$ cat src/rtl/pipe_sequencer_if.sv
// pipe_sequencer_if: request inputs and per-stage pipeline controls of the pipeline sequencer
interface pipe_sequencer_if;
  logic start, haz_stall, jmp, br_taken, halt_req, dmem_req, dmem_ready;
  logic pc_we, ifid_we, ifid_flush, idex_flush, back_we;
  logic [1:0] pc_sel;
  modport master (
    output start, haz_stall, jmp, br_taken, halt_req, dmem_req, dmem_ready,
    input  pc_we, pc_sel, ifid_we, ifid_flush, idex_flush, back_we
  );
  modport slave (
    input  start, haz_stall, jmp, br_taken, halt_req, dmem_req, dmem_ready,
    output pc_we, pc_sel, ifid_we, ifid_flush, idex_flush, back_we
  );
endinterface

$ cat src/rtl/pipe_sequencer.sv
// pipe_sequencer: merges stall/redirect/dmem-wait/halt requests into 5-stage pipeline controls
module pipe_sequencer #(
  parameter int MEM_TIMEOUT = 64,
  parameter int CNT_W       = 16,
  parameter int DRAIN_CYC   = 3
) (
  input  logic             clk,
  input  logic             rst_n,
  pipe_sequencer_if.slave  bus,
  output logic [2:0]       state,
  output logic             halted,
  output logic             err,
  output logic [CNT_W-1:0] stall_cnt,
  output logic [CNT_W-1:0] flush_cnt
);
  localparam int WW = $clog2(MEM_TIMEOUT) + 1;
  localparam int DW = $clog2(DRAIN_CYC) + 1;
  typedef enum logic [2:0] {IDLE, RUN, MEMW, DRAIN, HALT, ERR} state_t;
  state_t cur, nxt;
  logic [WW-1:0] wait_cnt, wait_nxt;
  logic [DW-1:0] drain_cnt, drain_nxt;
  logic pc_we, ifid_we, ifid_flush, idex_flush, back_we, stall_inc, flush_inc, freeze;
  logic [1:0] pc_sel;
  assign freeze = bus.dmem_req && !bus.dmem_ready;
  always_ff @(posedge clk or negedge rst_n)
    if (!rst_n) begin
      cur       <= IDLE;
      wait_cnt  <= '0;
      drain_cnt <= '0;
      stall_cnt <= '0;
      flush_cnt <= '0;
    end else begin
      cur       <= nxt;
      wait_cnt  <= wait_nxt;
      drain_cnt <= drain_nxt;
      if (stall_inc && !(&stall_cnt)) stall_cnt <= stall_cnt + CNT_W'(1);
      if (flush_inc && !(&flush_cnt)) flush_cnt <= flush_cnt + CNT_W'(1);
    end
  // Row order in RUN is the priority: older instructions (MEM, then EX) win over younger ones.
  always_comb begin
    nxt        = cur;
    wait_nxt   = wait_cnt;
    drain_nxt  = drain_cnt;
    pc_we      = 1'b0;
    pc_sel     = 2'b00;
    ifid_we    = 1'b0;
    ifid_flush = 1'b0;
    idex_flush = 1'b0;
    back_we    = 1'b0;
    stall_inc  = 1'b0;
    flush_inc  = 1'b0;
    case (cur)
      IDLE: nxt = bus.start ? RUN : IDLE;
      RUN:
        if (freeze) begin
          nxt      = MEMW;
          wait_nxt = WW'(1);
        end else if (bus.br_taken) begin
          pc_we      = 1'b1;
          pc_sel     = 2'b01;
          ifid_flush = 1'b1;
          idex_flush = 1'b1;
          back_we    = 1'b1;
          flush_inc  = 1'b1;
        end else if (bus.jmp) begin
          pc_we      = 1'b1;
          pc_sel     = 2'b10;
          ifid_flush = 1'b1;
          ifid_we    = 1'b1;
          back_we    = 1'b1;
          flush_inc  = 1'b1;
        end else if (bus.haz_stall) begin
          idex_flush = 1'b1;
          back_we    = 1'b1;
          stall_inc  = 1'b1;
        end else if (bus.halt_req) begin
          ifid_flush = 1'b1;
          back_we    = 1'b1;
          nxt        = DRAIN;
          drain_nxt  = '0;
        end else begin
          pc_we   = 1'b1;
          ifid_we = 1'b1;
          back_we = 1'b1;
        end
      MEMW: begin
        wait_nxt = wait_cnt + 1'b1;
        if (bus.dmem_ready) begin
          pc_we   = 1'b1;
          ifid_we = 1'b1;
          back_we = 1'b1;
          nxt     = RUN;
        end else if (wait_cnt == WW'(MEM_TIMEOUT - 1)) nxt = ERR;
      end
      DRAIN:
        if (!freeze) begin
          idex_flush = 1'b1;
          back_we    = 1'b1;
          drain_nxt  = drain_cnt + 1'b1;
          if (drain_cnt == DW'(DRAIN_CYC - 1)) nxt = HALT;
        end
      default: ;
    endcase
  end
  assign bus.pc_we      = pc_we;
  assign bus.pc_sel     = pc_sel;
  assign bus.ifid_we    = ifid_we;
  assign bus.ifid_flush = ifid_flush;
  assign bus.idex_flush = idex_flush;
  assign bus.back_we    = back_we;
  assign state          = cur;
  assign halted         = cur == HALT;
  assign err            = cur == ERR;
endmodule
$ cat src/flat_wrapper.sv
// flat-port wrapper written by rule: the top's interface ports become plain ports
module pipe_sequencer_flat 
#(
  parameter int MEM_TIMEOUT = 64,
  parameter int CNT_W       = 16,
  parameter int DRAIN_CYC   = 3
)
  (clk, rst_n, state, halted, err, stall_cnt, flush_cnt, bus_start, bus_haz_stall, bus_jmp, bus_br_taken, bus_halt_req, bus_dmem_req, bus_dmem_ready, bus_pc_we, bus_pc_sel, bus_ifid_we, bus_ifid_flush, bus_idex_flush, bus_back_we);
  pipe_sequencer_if bus_i ();
  input  logic clk;
  input  logic rst_n;
  output logic [2:0] state;
  output logic halted;
  output logic err;
  output logic [CNT_W-1:0] stall_cnt;
  output logic [CNT_W-1:0] flush_cnt;
  input wire logic [$bits(bus_i.start)-1:0] bus_start;
  input wire logic [$bits(bus_i.haz_stall)-1:0] bus_haz_stall;
  input wire logic [$bits(bus_i.jmp)-1:0] bus_jmp;
  input wire logic [$bits(bus_i.br_taken)-1:0] bus_br_taken;
  input wire logic [$bits(bus_i.halt_req)-1:0] bus_halt_req;
  input wire logic [$bits(bus_i.dmem_req)-1:0] bus_dmem_req;
  input wire logic [$bits(bus_i.dmem_ready)-1:0] bus_dmem_ready;
  output wire logic [$bits(bus_i.pc_we)-1:0] bus_pc_we;
  output wire logic [$bits(bus_i.pc_sel)-1:0] bus_pc_sel;
  output wire logic [$bits(bus_i.ifid_we)-1:0] bus_ifid_we;
  output wire logic [$bits(bus_i.ifid_flush)-1:0] bus_ifid_flush;
  output wire logic [$bits(bus_i.idex_flush)-1:0] bus_idex_flush;
  output wire logic [$bits(bus_i.back_we)-1:0] bus_back_we;
  assign bus_i.start = bus_start;
  assign bus_i.haz_stall = bus_haz_stall;
  assign bus_i.jmp = bus_jmp;
  assign bus_i.br_taken = bus_br_taken;
  assign bus_i.halt_req = bus_halt_req;
  assign bus_i.dmem_req = bus_dmem_req;
  assign bus_i.dmem_ready = bus_dmem_ready;
  assign bus_pc_we = bus_i.pc_we;
  assign bus_pc_sel = bus_i.pc_sel;
  assign bus_ifid_we = bus_i.ifid_we;
  assign bus_ifid_flush = bus_i.ifid_flush;
  assign bus_idex_flush = bus_i.idex_flush;
  assign bus_back_we = bus_i.back_we;
  pipe_sequencer #(.MEM_TIMEOUT(MEM_TIMEOUT), .CNT_W(CNT_W), .DRAIN_CYC(DRAIN_CYC)) u_core (.clk(clk), .rst_n(rst_n), .bus(bus_i), .state(state), .halted(halted), .err(err), .stall_cnt(stall_cnt), .flush_cnt(flush_cnt));
endmodule
$ cat config.mk
export PLATFORM = sky130hd
export DESIGN_NAME = pipe_sequencer_flat
export DESIGN_NICKNAME = d
export VERILOG_FILES = /design/src/rtl/pipe_sequencer_if.sv /design/src/rtl/pipe_sequencer.sv /design/src/flat_wrapper.sv
export SDC_FILE = /design/constraint.sdc
export NUM_CORES = 1
export LEC_CHECK = 0
export CAP_MARGIN = 10
export CELL_PAD_IN_SITES_DETAIL_PLACEMENT = 0
export CELL_PAD_IN_SITES_GLOBAL_PLACEMENT = 2
export CORE_MARGIN = 4
export CORE_UTILIZATION = 30
export DETAILED_ROUTE_END_ITERATION = 10
export PLACE_DENSITY = 0.87
export SLEW_MARGIN = 20
export SYNTH_ARGS = -nofsm -noshare
export SYNTH_HDL_FRONTEND = slang
export SYNTH_SLANG_ARGS = --single-unit
$ cat constraint.sdc
create_clock -name clk -period 2.15 [get_ports clk]
set_input_delay 0.215 -clock clk [delete_from_list [all_inputs] [get_ports clk]]
set_output_delay 0.215 -clock clk [all_outputs]
set_load 0.02 [all_outputs]
==> flow_metrics.env, run 1 <==
export IMPL_gr_total_overflow=0
export IMPL_clock_sinks=45
export IMPL_syn_inst=235
export IMPL_worst_skew_pair_late_latency_ns=0.28
export IMPL_drive_above_1_share=0.129
export IMPL_clk_pin_slew_ns=0.08
export IMPL_dp_final_hpwl_microns=4040
export IMPL_syn_area_per_cell_sq_um=10.2
export IMPL_detail_route_first_pass_iterations=4
export IMPL_wirelength_microns=5410
export IMPL_drtAntennaViolNets=0
export IMPL_netlist_area_leader_share=0.469
export IMPL_root_buffer="clkbuf_8"
export IMPL_status="finished, final reports clean"
export IMPL_period_minus_slack_ns=2.01
export IMPL_drv_cap=0
export IMPL_fp_dieW_microns=97.5
export IMPL_syn_area_sq_um=2400
export IMPL_vias_per_cell=4.82
export IMPL_fin_crit_sh=0.937
export IMPL_slew_viol_final=0
export IMPL_drtIter0Drc=79
export IMPL_worstPathRequired_ns=1.93
export IMPL_grt_pass1_wl_microns=9420
export IMPL_dieArea_sq_um=9510
export IMPL_fin_util=0.422
export IMPL_num_io_pins=53
export IMPL_synthTopCellsByCount="45 x dfrtp_1, 21 x nand2_1, 21 x nand3_1"
export IMPL_core_area_sq_um=7770
export IMPL_ys_types=47
export IMPL_die_h_microns=97.5
export IMPL_skew_ns=0.00476
export IMPL_route_detailed_wl_per_inst_microns=13.1
export IMPL_finalHoldViolations=0
export IMPL_std_cell_rows=32
export IMPL_arrival_ns=1.80
export IMPL_fin_nets=324
export IMPL_max_slew_margin_rel=0.720
export IMPL_tightest_slew_ns=0.418
export IMPL_yosysMostFrequentCell="dfrtp_1"
export IMPL_antenna_found_initial=0
export IMPL_finalSetupViolCount=0
export IMPL_drc=0
export IMPL_worstSetupPathType="reg2out"
export IMPL_synth_edff_count=0
export IMPL_initial_core_util=0.309
export IMPL_synthesis_nets=249
export IMPL_grt_util_all_layers=0.117
export IMPL_num_vias=1986
export IMPL_gp_congestion=0.752
export IMPL_grt_pass1_vias=1964
export IMPL_grt_setup_unrepaired="no"
export IMPL_synth_ff_type="dfrtp_1"
export IMPL_max_freq_ghz=0.497
export IMPL_synth_warnings=0
export IMPL_htree_levels=2
export IMPL_ir_drop_mv=0.319
export IMPL_async_reset_ff_frac=1.00
export IMPL_port_buffers=52
export IMPL_area_growth_pct=36.5
export IMPL_cp_end_kind="output pin"
export IMPL_n_antenna_cell=0
export IMPL_tritoncts="yes"
export IMPL_cts_buffers=5
export IMPL_seq_area_frac_synth=0.469
export IMPL_cts_path_max_buffers=2
export IMPL_cp_max_fo=9
export IMPL_hold_class="in2async"
export IMPL_synth_top_area_cell="dfrtp_1"
export IMPL_powerDensity_nw_per_um2=867
export IMPL_p_leak_nw=1.45
export IMPL_grt_max_degree=46
export IMPL_synthTopCellsByArea="dfrtp_1 47%, xnor2_1 6.9%, nand3_1 4.4%, nand2_1 3.3%, xor2_1 3.3%"
export IMPL_start_kind="flip-flop"
export IMPL_ys_ff_latch=45
export IMPL_fin_tns_setup_ns=0
==> metal layers <==
metal  routed length (microns)  up-vias  global-route usage
li1                          -      993                   -
met1                      2660      957               0.168
met2                      2530       34               0.184
met3                       205        2              0.0266
met4                        15        0              0.0192
met5                         0        -                   0
==> flip-flops by register name, indices dropped and copies added (netlist names) <==
register,flops
u_core.flush_cnt,16
u_core.drain_cnt,3
u_core.wait_cnt,7
u_core.stall_cnt,16
u_core.state,3
==> worst paths after layout <==
kind / start / to / slack (ns) / cells after the start
worst max-delay path: u_core.state[1]$_DFFE_PN0P_ / bus_back_we / 0.14 / 4
max in group asynchronous: rst_n / u_core.flush_cnt[12]$_DFFE_PN0P_ / 1.50 / 3
worst max register to register: u_core.state[1]$_DFFE_PN0P_ / u_core.stall_cnt[10]$_DFFE_PN0P_ / 0.25 / 7
min in group clk: u_core.stall_cnt[5]$_DFFE_PN0P_ / u_core.stall_cnt[5]$_DFFE_PN0P_ / 0.49 / 1
worst min register to register: u_core.stall_cnt[5]$_DFFE_PN0P_ / u_core.stall_cnt[5]$_DFFE_PN0P_ / 0.49 / 1
worst min-delay path: rst_n / u_core.wait_cnt[6]$_DFFE_PN0P_ / 0.43 / 3
==> cell type report <==
| cell class | instances | area (sq um) |
|---|---|---|
| multi-input combinational | 181 | 1230 |
| tap | 102 | 128 |
| fill | 782 | 4490 |
| clock buffer | 7 | 86.3 |
| timing repair buffer | 72 | 688 |
| sequential | 45 | 1130 |
| inverter | 5 | 18.8 |
==> report_power, final <==
group / total (mW) / internal, mW / switching, mW / leakage, nW
Combinational: 1.16 / 0.579 / 0.578 / 0.797
Sequential: 1.17 / 0.999 / 0.174 / 0.605
Clock: 0.515 / 0.255 / 0.260 / 0.0443
==> worst max-delay path, stage by stage (launching register included) <==
cell,delay [ns]
dfrtp_1,0.47
buf_4,0.21
o21ai_0,0.09
a21oi_1,0.13
clkdlybuf4s50_1,0.62
==> placed cells by master, fill, tap and decap left out, drive strengths merged, types with 2 or more instances in the layout <==
master / Yosys / routed
a21oi: 4 / 4
and2: 4 / 4
and3: 11 / 11
and4: 4 / 4
buf: 3 / 20
clkbuf: 1 / 7
clkdlybuf4s50: 0 / 44
dfrtp: 45 / 45
dlygate4sd2: 0 / 6
ha: 5 / 5
inv: 5 / 5
mux2: 4 / 4
nand2: 21 / 21
nand2b: 5 / 5
nand3: 21 / 21
nand4: 7 / 7
nor2: 16 / 16
nor2b: 3 / 3
nor3: 9 / 9
nor3b: 2 / 2
o211ai: 3 / 3
o21a: 3 / 3
o21ai: 15 / 15
o311ai: 2 / 2
xnor2: 19 / 19
xor2: 10 / 10
==> logic make-up after synthesis <==
family,Yosys count,synth area share
multiplexers,4,0.0203
AND/OR/NAND/NOR,107,0.248
AO/OA/AOI/OAI,36,0.109
adder cells (fa/ha/maj),5,0.0260
XOR/XNOR,29,0.109
buffers and inverters,9,0.0193
flip-flops,45,0.469
==> metrics by stage <==
| step | setup WS (ns) | power, mW | instances | cell area (sq um) | hold slack [ns] |
|---|---|---|---|---|---|
| after CTS | 0.0418 | 2.88 | 410 | 3260 | 0.443 |
| final | 0.136 | 2.84 | 412 | 3280 | 0.432 |
| after global placement | 0.0454 | 2.33 | 402 | 3170 | 0.219 |
| after global routing | 0.0104 | 3.05 | 412 | 3280 | 0.474 |
| after detailed placement | 0.0215 | 2.35 | 402 | 3170 | 0.220 |
| after floorplan | 0.273 | 1.79 | 235 | 2400 | -0.0806 |
==> what timing repair did <==
action                                  CTS  global route
buffers inserted                          0             2
resized for setup                         7             1
endpoints found under the hold margin    45             0
endpoints found under the setup margin    6             3
hold buffers                              1             0
No activity file was read; power rests on OpenSTA's default activity.
==> inputs of run 2 (changes only) <==
--- a/config.mk
+++ b/config.mk
@@ -8,10 +8,10 @@
 export CAP_MARGIN = 10
 export CELL_PAD_IN_SITES_DETAIL_PLACEMENT = 0
 export CELL_PAD_IN_SITES_GLOBAL_PLACEMENT = 2
-export CORE_MARGIN = 4
-export CORE_UTILIZATION = 30
+export CORE_MARGIN = 2
+export CORE_UTILIZATION = 28
 export DETAILED_ROUTE_END_ITERATION = 10
-export PLACE_DENSITY = 0.87
+export PLACE_DENSITY = 0.86
 export SLEW_MARGIN = 20
 export SYNTH_ARGS = -nofsm -noshare
 export SYNTH_HDL_FRONTEND = slang
==> constraint.sdc (replaced) <==
create_clock -name clk -period 1.66 [get_ports clk]
set_input_delay 0.166 -clock clk [delete_from_list [all_inputs] [get_ports clk]]
set_output_delay 0.166 -clock clk [all_outputs]
set_load 0.02 [all_outputs]
==> flow_metrics.env, run 2 (synthesis gave the netlist of run 1 again) <==
export IMPL_status="finished with violations"
export IMPL_failed_checks="negative setup slack"
export IMPL_fin_crit_sh=1.09
export IMPL_grt_setup_unrepaired="yes"
export IMPL_tightest_slew_ns=0.351
export IMPL_fin_tns_setup_ns=-2.34
export IMPL_cts_buffers=5
export IMPL_period_minus_slack_ns=1.81
export IMPL_start_kind="flip-flop"
export IMPL_root_buffer="clkbuf_8"
export IMPL_drive_above_1_share=0.382
export IMPL_worst_skew_pair_late_latency_ns=0.29
export IMPL_rr_startpoint="u_core.state[1]$_DFFE_PN0P_"
export IMPL_arrival_ns=1.99
export IMPL_multi_input_area_sq_um=1380
export IMPL_layout_common_cells="72 x buf_4, 39 x clkdlybuf4s50_1, 35 x dfrtp_1"
export IMPL_num_vias=2198
export IMPL_route_detailed_wl_per_inst_microns=13.1
export IMPL_grt_util_all_layers=0.136
export IMPL_fp_dieW_microns=96.7
export IMPL_use_met2=0.221
export IMPL_slew_viol_final=0
export IMPL_core_area_sq_um=8260
export IMPL_n_antenna_cell=0
export IMPL_clk_pin_slew_ns=0.08
export IMPL_drc=0
export IMPL_worst_r2r_cell_count=6
export IMPL_ir_drop_mv=0.359
export IMPL_max_freq_ghz=0.552
export IMPL_num_io_pins=53
export IMPL_hold_class="in2async"
export IMPL_grt_util_met1=0.189
export IMPL_max_slew_margin_rel=0.765
export IMPL_grt_max_degree=46
export IMPL_r2r_end="u_core.stall_cnt[1]$_DFFE_PN0P_"
export IMPL_clock_sinks=45
export IMPL_gp_congestion=0.834
export IMPL_skew_ns=0.00653
export IMPL_r2r_setup_slack_ns=-0.15
export IMPL_reg_top3="u_core.flush_cnt x16, u_core.stall_cnt x16, u_core.wait_cnt x7"
export IMPL_worstSetupPathType="reg2reg"
export IMPL_fin_util=0.466
export IMPL_finalSetupViolCount=32
export IMPL_use_met3=0.0260
export IMPL_timing_critical_path_from="u_core.state[1]$_DFFE_PN0P_"
export IMPL_grt_pass1_vias=2264
export IMPL_drtIter0Drc=102
export IMPL_p_leak_nw=1.73
export IMPL_detail_route_first_pass_iterations=4
export IMPL_cp_max_fo=8
export IMPL_std_cell_rows=33
export IMPL_wirelength_microns=6170
export IMPL_fillCellCount=789
export IMPL_path_cells="nor3b_4 > buf_6 > buf_4 > nand4_4 > a31oi_4 > mux2_4"
export IMPL_die_h_microns=96.7
export IMPL_drtAntennaViolNets=0
export IMPL_dieArea_sq_um=9340
export IMPL_tritoncts="yes"
export IMPL_busiest_layer="met2"
export IMPL_htree_levels=2
export IMPL_initial_core_util=0.291
export IMPL_vias_per_cell=4.69
export IMPL_hold_ws_ns=0.377
export IMPL_port_buffers=52
export IMPL_antenna_found_initial=0
export IMPL_area_growth_pct=60.2
export IMPL_slowest_delay_ns=0.45
export IMPL_cpMaxStageDelayCell="dfrtp_2"
export IMPL_worstPathRequired_ns=1.84
export IMPL_fin_nets=377
export IMPL_drv_cap=0
export IMPL_finalHoldViolations=0
export IMPL_dp_final_hpwl_microns=4540
export IMPL_cp_endpoint="u_core.stall_cnt[1]$_DFFE_PN0P_"
export IMPL_gr_total_overflow=0
export IMPL_register_area_sq_um=1140
export IMPL_grt_pass1_wl_microns=10800
export IMPL_powerDensity_nw_per_um2=1130
export IMPL_fin_ws_ns=-0.152
export IMPL_cts_path_max_buffers=2
export IMPL_place_ws_ns=-0.355
export IMPL_cp_end_kind="flip-flop"
export IMPL_layout_commonest_cell="buf_4"
export IMPL_fin_total_pwr_mw=4.36
[run 2: report_power, final]
part           leakage, nW  internal [mW]  total [mW]  switching [mW]
Clock               0.0542          0.377       0.732           0.355
Sequential           0.592           1.31        1.50           0.189
Combinational         1.08           1.14        2.13           0.985
Total                 1.73           2.83        4.36            1.53
[run 2: how the worst min path moves through the flow]
stage | cells after the start | endpoint | slack [ns]
after floorplan | 0 | u_core.drain_cnt[0]$_DFFE_PN0P_ | -0.13
after global placement | 2 | u_core.wait_cnt[6]$_DFFE_PN0P_ | 0.17
after global routing | 3 | u_core.state[0]$_DFFE_PN0P_ | 0.41
final | 3 | u_core.state[0]$_DFFE_PN0P_ | 0.38
after CTS | 3 | u_core.flush_cnt[12]$_DFFE_PN0P_ | 0.39
after detailed placement | 2 | u_core.flush_cnt[14]$_DFFE_PN0P_ | 0.17
[run 2: timing repair]
action,4_1_cts,5_1_grt
setup endpoints to repair,36,42
resized for setup,49,26
hold buffers,1,0
buffers inserted,6,8
pin swaps,8,14
cloned,0,0
hold endpoints to repair,45,0
[run 2: metrics by stage]
stage / std cells / cell area (sq um)
floorplan: 235 / 2490
global placement: 448 / 3580
detailed placement: 448 / 3580
CTS: 463 / 3770
global route: 469 / 3850
finish: 469 / 3850
[run 2: per-layer routing]
metal | vias up | wire (microns)
met4 | 0 | 38
met5 | - | 0
met2 | 43 | 2990
met1 | 1060 | 2930
li1 | 1091 | -
met3 | 4 | 206
[run 2: cell type report]
class | count | area share
multi-input combinational | 181 | 0.358
clock inverter | 1 | 0.00130
sequential | 45 | 0.296
timing repair buffer | 125 | 0.281
clock buffer | 7 | 0.0250
inverter | 5 | 0.00487
tap | 105 | 0.0341
[run 2: worst max-delay path: cells and delay by family, from the launching register on]
family / cells / cell delay, ns
AOI/OAI and AO/OA: 1 / 0.31
buffers and inverters: 2 / 0.24
DFF: 1 / 0.45
muxes: 1 / 0.33
and+or+nand+nor: 2 / 0.39
